File: config.mk
export PLATFORM = sky130hd
export DESIGN_NAME = shift_unit_pipelined
export DESIGN_NICKNAME = d
export VERILOG_FILES = /design/src/rtl/shift_pkg.sv /design/src/rtl/shift_stage.sv /design/src/rtl/shift_unit_pipelined.sv
export SDC_FILE = /design/constraint.sdc
export NUM_CORES = 1
export LEC_CHECK = 0
export BUFFER_PORTS_ARGS = -buffer_cell sky130_fd_sc_hd__buf_4
export CAP_MARGIN = 20
export CORE_ASPECT_RATIO = 1.2
export CORE_MARGIN = 2
export CORE_UTILIZATION = 55
export DETAILED_ROUTE_END_ITERATION = 6
export PLACE_DENSITY = 0.75
export REMOVE_ABC_BUFFERS = 1
export SLEW_MARGIN = 40
export SYNTH_ARGS = -nofsm -noshare
export SYNTH_HDL_FRONTEND = slang
export SYNTH_SLANG_ARGS = --single-unit
File: constraint.sdc
create_clock -name clk -period 4 [get_ports clk]
set_clock_uncertainty 0.05 [all_clocks]
set_input_delay 0.8 -clock clk [delete_from_list [all_inputs] [get_ports clk]]
set_output_delay 0.8 -clock clk [all_outputs]
set_load 0.05 [all_outputs]
File: src/rtl/shift_pkg.sv
// Shared types for the pipelined barrel shifter.
// Optional macro SHIFT_UNIT_FLAGS_EN adds the out-of-range bit that travels
// down the pipe next to the result.
package shift_pkg;

    typedef enum logic [1:0] {
        SHIFT_SRL = 2'b00,
        SHIFT_SLL = 2'b01,
        SHIFT_SRA = 2'b10,
        SHIFT_ROR = 2'b11
    } shift_op_e;

    // Control half of the stage payload. The data word and the remaining
    // amount bits depend on WIDTH, so they travel beside this struct as
    // parametrised vectors.
    typedef struct packed {
        logic      valid;
        shift_op_e op;
        logic      sign;
`ifdef SHIFT_UNIT_FLAGS_EN
        logic      oor;
`endif
    } shift_ctrl_t;

endpackage

File: src/rtl/shift_stage.sv
// One barrel stage: conditional shift by 2^K followed by the enable-gated
// pipeline register. Stage K inspects amount bit K only.
module shift_stage
    import shift_pkg::*;
#(
    parameter  int WIDTH = 32,
    parameter  int K     = 0,
    localparam int LOG2W = $clog2(WIDTH)
) (
    input  logic             clk,
    input  logic             rst,
    input  logic             en,
    input  logic [WIDTH-1:0] data_in,
    input  logic [LOG2W-1:0] amt_in,
    input  shift_ctrl_t      ctrl_in,
    output logic [WIDTH-1:0] shifted,
    output logic [WIDTH-1:0] data_out,
    output logic [LOG2W-1:0] amt_out,
    output shift_ctrl_t      ctrl_out
);

    localparam int S = 1 << K;

    // Shift by 2^K when this stage's amount bit is set; fill depends on mode
    always_comb begin
        shifted = data_in;
        if (amt_in[K]) begin
            case (ctrl_in.op)
                SHIFT_SRL: shifted = data_in >> S;
                SHIFT_SLL: shifted = data_in << S;
                SHIFT_SRA: shifted = {{S{ctrl_in.sign}}, data_in[WIDTH-1:S]};
                SHIFT_ROR: shifted = {data_in[S-1:0], data_in[WIDTH-1:S]};
                default:   shifted = data_in;
            endcase
        end
    end

    // Stage register: cleared by reset, otherwise loads only on pipeline advance
    always_ff @(posedge clk) begin
        if (rst) begin
            data_out <= '0;
            amt_out  <= '0;
            ctrl_out <= '0;
        end else if (en) begin
            data_out <= shifted;
            amt_out  <= amt_in;
            ctrl_out <= ctrl_in;
        end
    end

endmodule

File: src/rtl/shift_unit_pipelined.sv
// Pipelined barrel shifter (SRL, SLL, SRA, ROR) with one register per log2
// stage and valid/ready on both sides; one op per cycle without backpressure.
// Optional macro SHIFT_UNIT_FLAGS_EN adds the registered Z_ZERO and Z_OOR
// outputs.
module shift_unit_pipelined
    import shift_pkg::*;
#(
    parameter  int WIDTH = 32,
    localparam int LOG2W = $clog2(WIDTH)
) (
    input  logic             clk,
    input  logic             rst,
    input  logic             in_valid,
    output logic             in_ready,
    input  logic [WIDTH-1:0] X,
    input  logic [WIDTH-1:0] Y,
    input  logic [1:0]       OP,
    output logic             out_valid,
    input  logic             out_ready,
    output logic [WIDTH-1:0] Z
`ifdef SHIFT_UNIT_FLAGS_EN
    ,
    output logic             Z_ZERO,
    output logic             Z_OOR
`endif
);

    logic             adv;
    shift_op_e        op_in;
    logic             oor;
    logic [WIDTH-1:0] acc_data;
    logic [LOG2W-1:0] acc_amt;
    shift_ctrl_t      acc_ctrl;

    logic [LOG2W-1:0][WIDTH-1:0] data_q;
    logic [LOG2W-1:0][WIDTH-1:0] stage_next;
    logic [LOG2W-1:0][LOG2W-1:0] amt_q;
    shift_ctrl_t [LOG2W-1:0]     ctrl_q;
    logic                        unused_tail;

    // The whole pipe moves together; it may move whenever the output slot is
    // empty or being drained, so bubbles are carried rather than collapsed.
    assign op_in     = shift_op_e'(OP);
    assign adv       = out_ready | ~out_valid;
    assign in_ready  = adv;
    assign out_valid = ctrl_q[LOG2W-1].valid;
    assign Z         = data_q[LOG2W-1];

    // Range decision: any set bit above the amount field (including the sign) is out of range, except for rotates
    always_comb begin
        oor = 1'b0;
        if (op_in != SHIFT_ROR) begin
            oor = |Y[WIDTH-1:LOG2W];
        end
    end

    // Stage-0 payload; out-of-range ops enter pre-resolved with a zero amount so the stages pass them through
    always_comb begin
        acc_data       = X;
        acc_amt        = Y[LOG2W-1:0];
        acc_ctrl       = '0;
        acc_ctrl.valid = in_valid;
        acc_ctrl.op    = op_in;
        acc_ctrl.sign  = X[WIDTH-1];
`ifdef SHIFT_UNIT_FLAGS_EN
        acc_ctrl.oor   = oor;
`endif
        if (oor) begin
            acc_amt  = '0;
            acc_data = (op_in == SHIFT_SRA) ? {WIDTH{X[WIDTH-1]}} : '0;
        end
    end

    for (genvar k = 0; k < LOG2W; k++) begin : g_stage
        logic [WIDTH-1:0] d_in;
        logic [LOG2W-1:0] a_in;
        shift_ctrl_t      c_in;

        if (k == 0) begin : g_head
            assign d_in = acc_data;
            assign a_in = acc_amt;
            assign c_in = acc_ctrl;
        end else begin : g_link
            assign d_in = data_q[k-1];
            assign a_in = amt_q[k-1];
            assign c_in = ctrl_q[k-1];
        end

        shift_stage #(
            .WIDTH (WIDTH),
            .K     (k)
        ) u_stage (
            .clk      (clk),
            .rst      (rst),
            .en       (adv),
            .data_in  (d_in),
            .amt_in   (a_in),
            .ctrl_in  (c_in),
            .shifted  (stage_next[k]),
            .data_out (data_q[k]),
            .amt_out  (amt_q[k]),
            .ctrl_out (ctrl_q[k])
        );
    end

`ifdef SHIFT_UNIT_FLAGS_EN
    logic z_zero_q;

    // Zero flag is registered from the final stage's next value so it loads, holds and resets with Z
    always_ff @(posedge clk) begin
        if (rst) begin
            z_zero_q <= 1'b0;
        end else if (adv) begin
            z_zero_q <= (stage_next[LOG2W-1] == '0);
        end
    end

    assign Z_ZERO = z_zero_q;
    assign Z_OOR  = ctrl_q[LOG2W-1].oor;
`endif

    // Tail fields that only matter inside the pipe (last amount, op, sign and
    // the combinational stage outputs) are folded here on purpose.
    assign unused_tail = ^{stage_next, amt_q[LOG2W-1], ctrl_q[LOG2W-1].op,
                           ctrl_q[LOG2W-1].sign};

endmodule

==> reports/results.ini <==
[sta]
worst_pin_slew_ns = 0.739
fin_crit_sh_pct = 71.8
setup_slack_ns = 1.13
rsz0062_at_grt = false
hold_violations = 0
maxSlewViolCount = 0
post-route-min-period_ns = 2.87
fmax_ghz = 0.348
worst_hold_slack_ns = 0.399
fin_tns_setup_ns = 0
setup_viol = 0
relSlewSlack_pct = 50.7

[floorplan]
die-area_sq_um = 18600
fp-row-count = 53
start_util_pct = 55.5
die_w_microns = 125
io_pins = 104
core_sq_um = 17400
die_h_microns = 149

[drt]
antenna_left = 0
wirelength_microns = 24200
drc_errors = 0
routed-via-count = 9390
wl_per_cell_microns = 15.6
drt-initial-drc-count = 720
routed_via_density = 6.05
dr.pass1.iters = 5

[power_and_ir_drop]
ir_drop_mv = 0.314
pwr-share-seq_pct = 49.6
p_int_mw = 3.00
clockPowerShare_pct = 39.6
total_power_mw = 4.07
p_switching_mw = 1.07
p_leak_nw = 4.20
p_per_area_nw_per_um2 = 371
swShare_pct = 26.2
combPwrFrac_pct = 10.9

[flow_run]
maxCapViolCount = 0

[logic_synthesis]
synthTopCellsByArea = dfxtp_1, a21oi_1, nor2_1, nand2_1, a311oi_1
ys.flop_type = dfxtp_1
synth-seq-area-share_pct = 38.8
syn_area_per_cell_sq_um = 7.35
synth_common_cells = nor2_1, a21oi_1, dfxtp_1
synth_most_common_cell = nor2_1
synth-edff-count = 0
synth_area_sq_um = 9650
post-synth-top-area-fraction_pct = 38.8
async_reset_ff_share_pct = 0
yosysWarnings = 0
synth_cells = 1312
synth_cell_types = 41
synth.ff_latch_count = 187
synth_top_cell_by_area = dfxtp_1

[critical_path]
cp_max_fo = 27
worst_ep_arrival_time_ns = 3.14
required_ns = 4.27
crit_type = primary input to register
cp-start-kind = primary input
critPathCaptureType = register

[final_layout]
regArea_sq_um = 3750
area_delta_synth_final_pct = 13.8
nets = 1388
fin_area_sq_um = 11000
multi_input_area_sq_um = 5400
drive_above_1_share_pct = 12.3
utilization_pct = 63.2
nFillCells = 1600
antenna_cells = 0
fin_cells = 1551

[cts]
cts_tree = yes
clk_latency_ns = 0.43
post-cts-setup-buffers = 0
ctsHoldBuffers = 0
ctsRootBufferMaster = clkbuf_16
cts_resized = 0
clkTransAtPathRegs_ns = 0.07
cts_buffer_depth = 2
clock_sinks = 187
cts_buffers = 17
h-tree-depth = 4

[grt]
antenna_found_initial = 0
grt_pass1_vias = 8216
grt_max_degree = 157
overflow = 0
grt_pass1_wl_microns = 40100
gr-usage-all-layers_pct = 25.4

[placement]
hpwl_microns = 16000
place_congestion = 0.926
dp_slack_ns = 0.684
dp.cells = 1519
port_buffers = 103
post_dp_cell_area_sq_um = 10400

[outcome]
status = complete, no violations

[min_path]
hold_path.class = register to register

==> power by group through the flow <==
stage | Sequential, mW | Clock [mW] | Combinational (mW)
2_1_floorplan | 2.05 | 0 | 0.252
3_3_place_gp | 2.05 | 0 | 0.427
3_5_place_dp | 2.06 | 0 | 0.437
4_1_cts | 2.01 | 1.64 | 0.439
5_1_grt | 2.02 | 1.72 | 0.490
6_report | 2.02 | 1.61 | 0.441
==> cells by family (layout without fill, tap and decap cells) <==
family	Yosys count	after routing	share of synthesized area [%]
compound gates	426	426	29.9
mux	30	30	3.14
flops	187	187	38.8
simple gates	529	529	22.6
buf+inv	140	159	5.58
==> area by class of cell <==
type	instances	share of cell area, %
clock buffer	22	4.42
clock inverter	10	0.741
inverter	5	0.171
multi-input combinational	985	49.2
sequential	187	34.2
tap	220	2.51
timing repair buffer	122	8.76
==> flip-flops by register name, summed over array words and instances, names as in the netlist <==
register	count
g_stage.u_stage.data_out	160
g_stage.u_stage.ctrl_out	17
g_stage.u_stage.amt_out	10
==> layer usage <==
metal  global-route usage (%)  vias up  wire length, microns
li1                         -     4710                     -
met2                     45.0      295                 12000
met5                        0        -                     0
met1                     32.2     4355                 10700
met4                     7.39        0                   318
met3                     4.09       30                  1250
==> critical path: stages <==
cell and delay, ns:
buf_4 0.11, nor4_1 0.28, nand2_1 0.20, or4_1 0.81
buf_4 0.33, o311ai_0 0.32, o2111ai_1 0.15, a21boi_1 0.15
==> final timing paths <==
kind / start / to / slack (ns) / depth (start not counted)
hold reg to reg: g_stage[1].u_stage.amt_out[4] / g_stage[1].u_stage.amt_out[4] / 0.40 / 2
setup / recovery: Y[6] / g_stage[0].u_stage.data_out[17] / 1.13 / 8
hold / removal: g_stage[1].u_stage.amt_out[4] / g_stage[1].u_stage.amt_out[4] / 0.40 / 2
setup reg to reg: g_stage[4].u_stage.ctrl_out[3] / g_stage[1].u_stage.data_out[29] / 1.85 / 6
==> cell usage in the layout (no fill, tap or decap), types with 21 or more instances in the layout <==
| cell type | n |
|---|---|
| buf_4 | 119 |
| dfxtp_1 | 184 |
| a21oi_1 | 187 |
| nor2_1 | 242 |
| a211oi_1 | 47 |
| nor2b_1 | 21 |
| a211o_1 | 21 |
| mux2i_1 | 28 |
| nor3_1 | 50 |
| nand2_1 | 186 |
| a311oi_1 | 59 |
No activity file was read; power rests on OpenSTA's default activity.
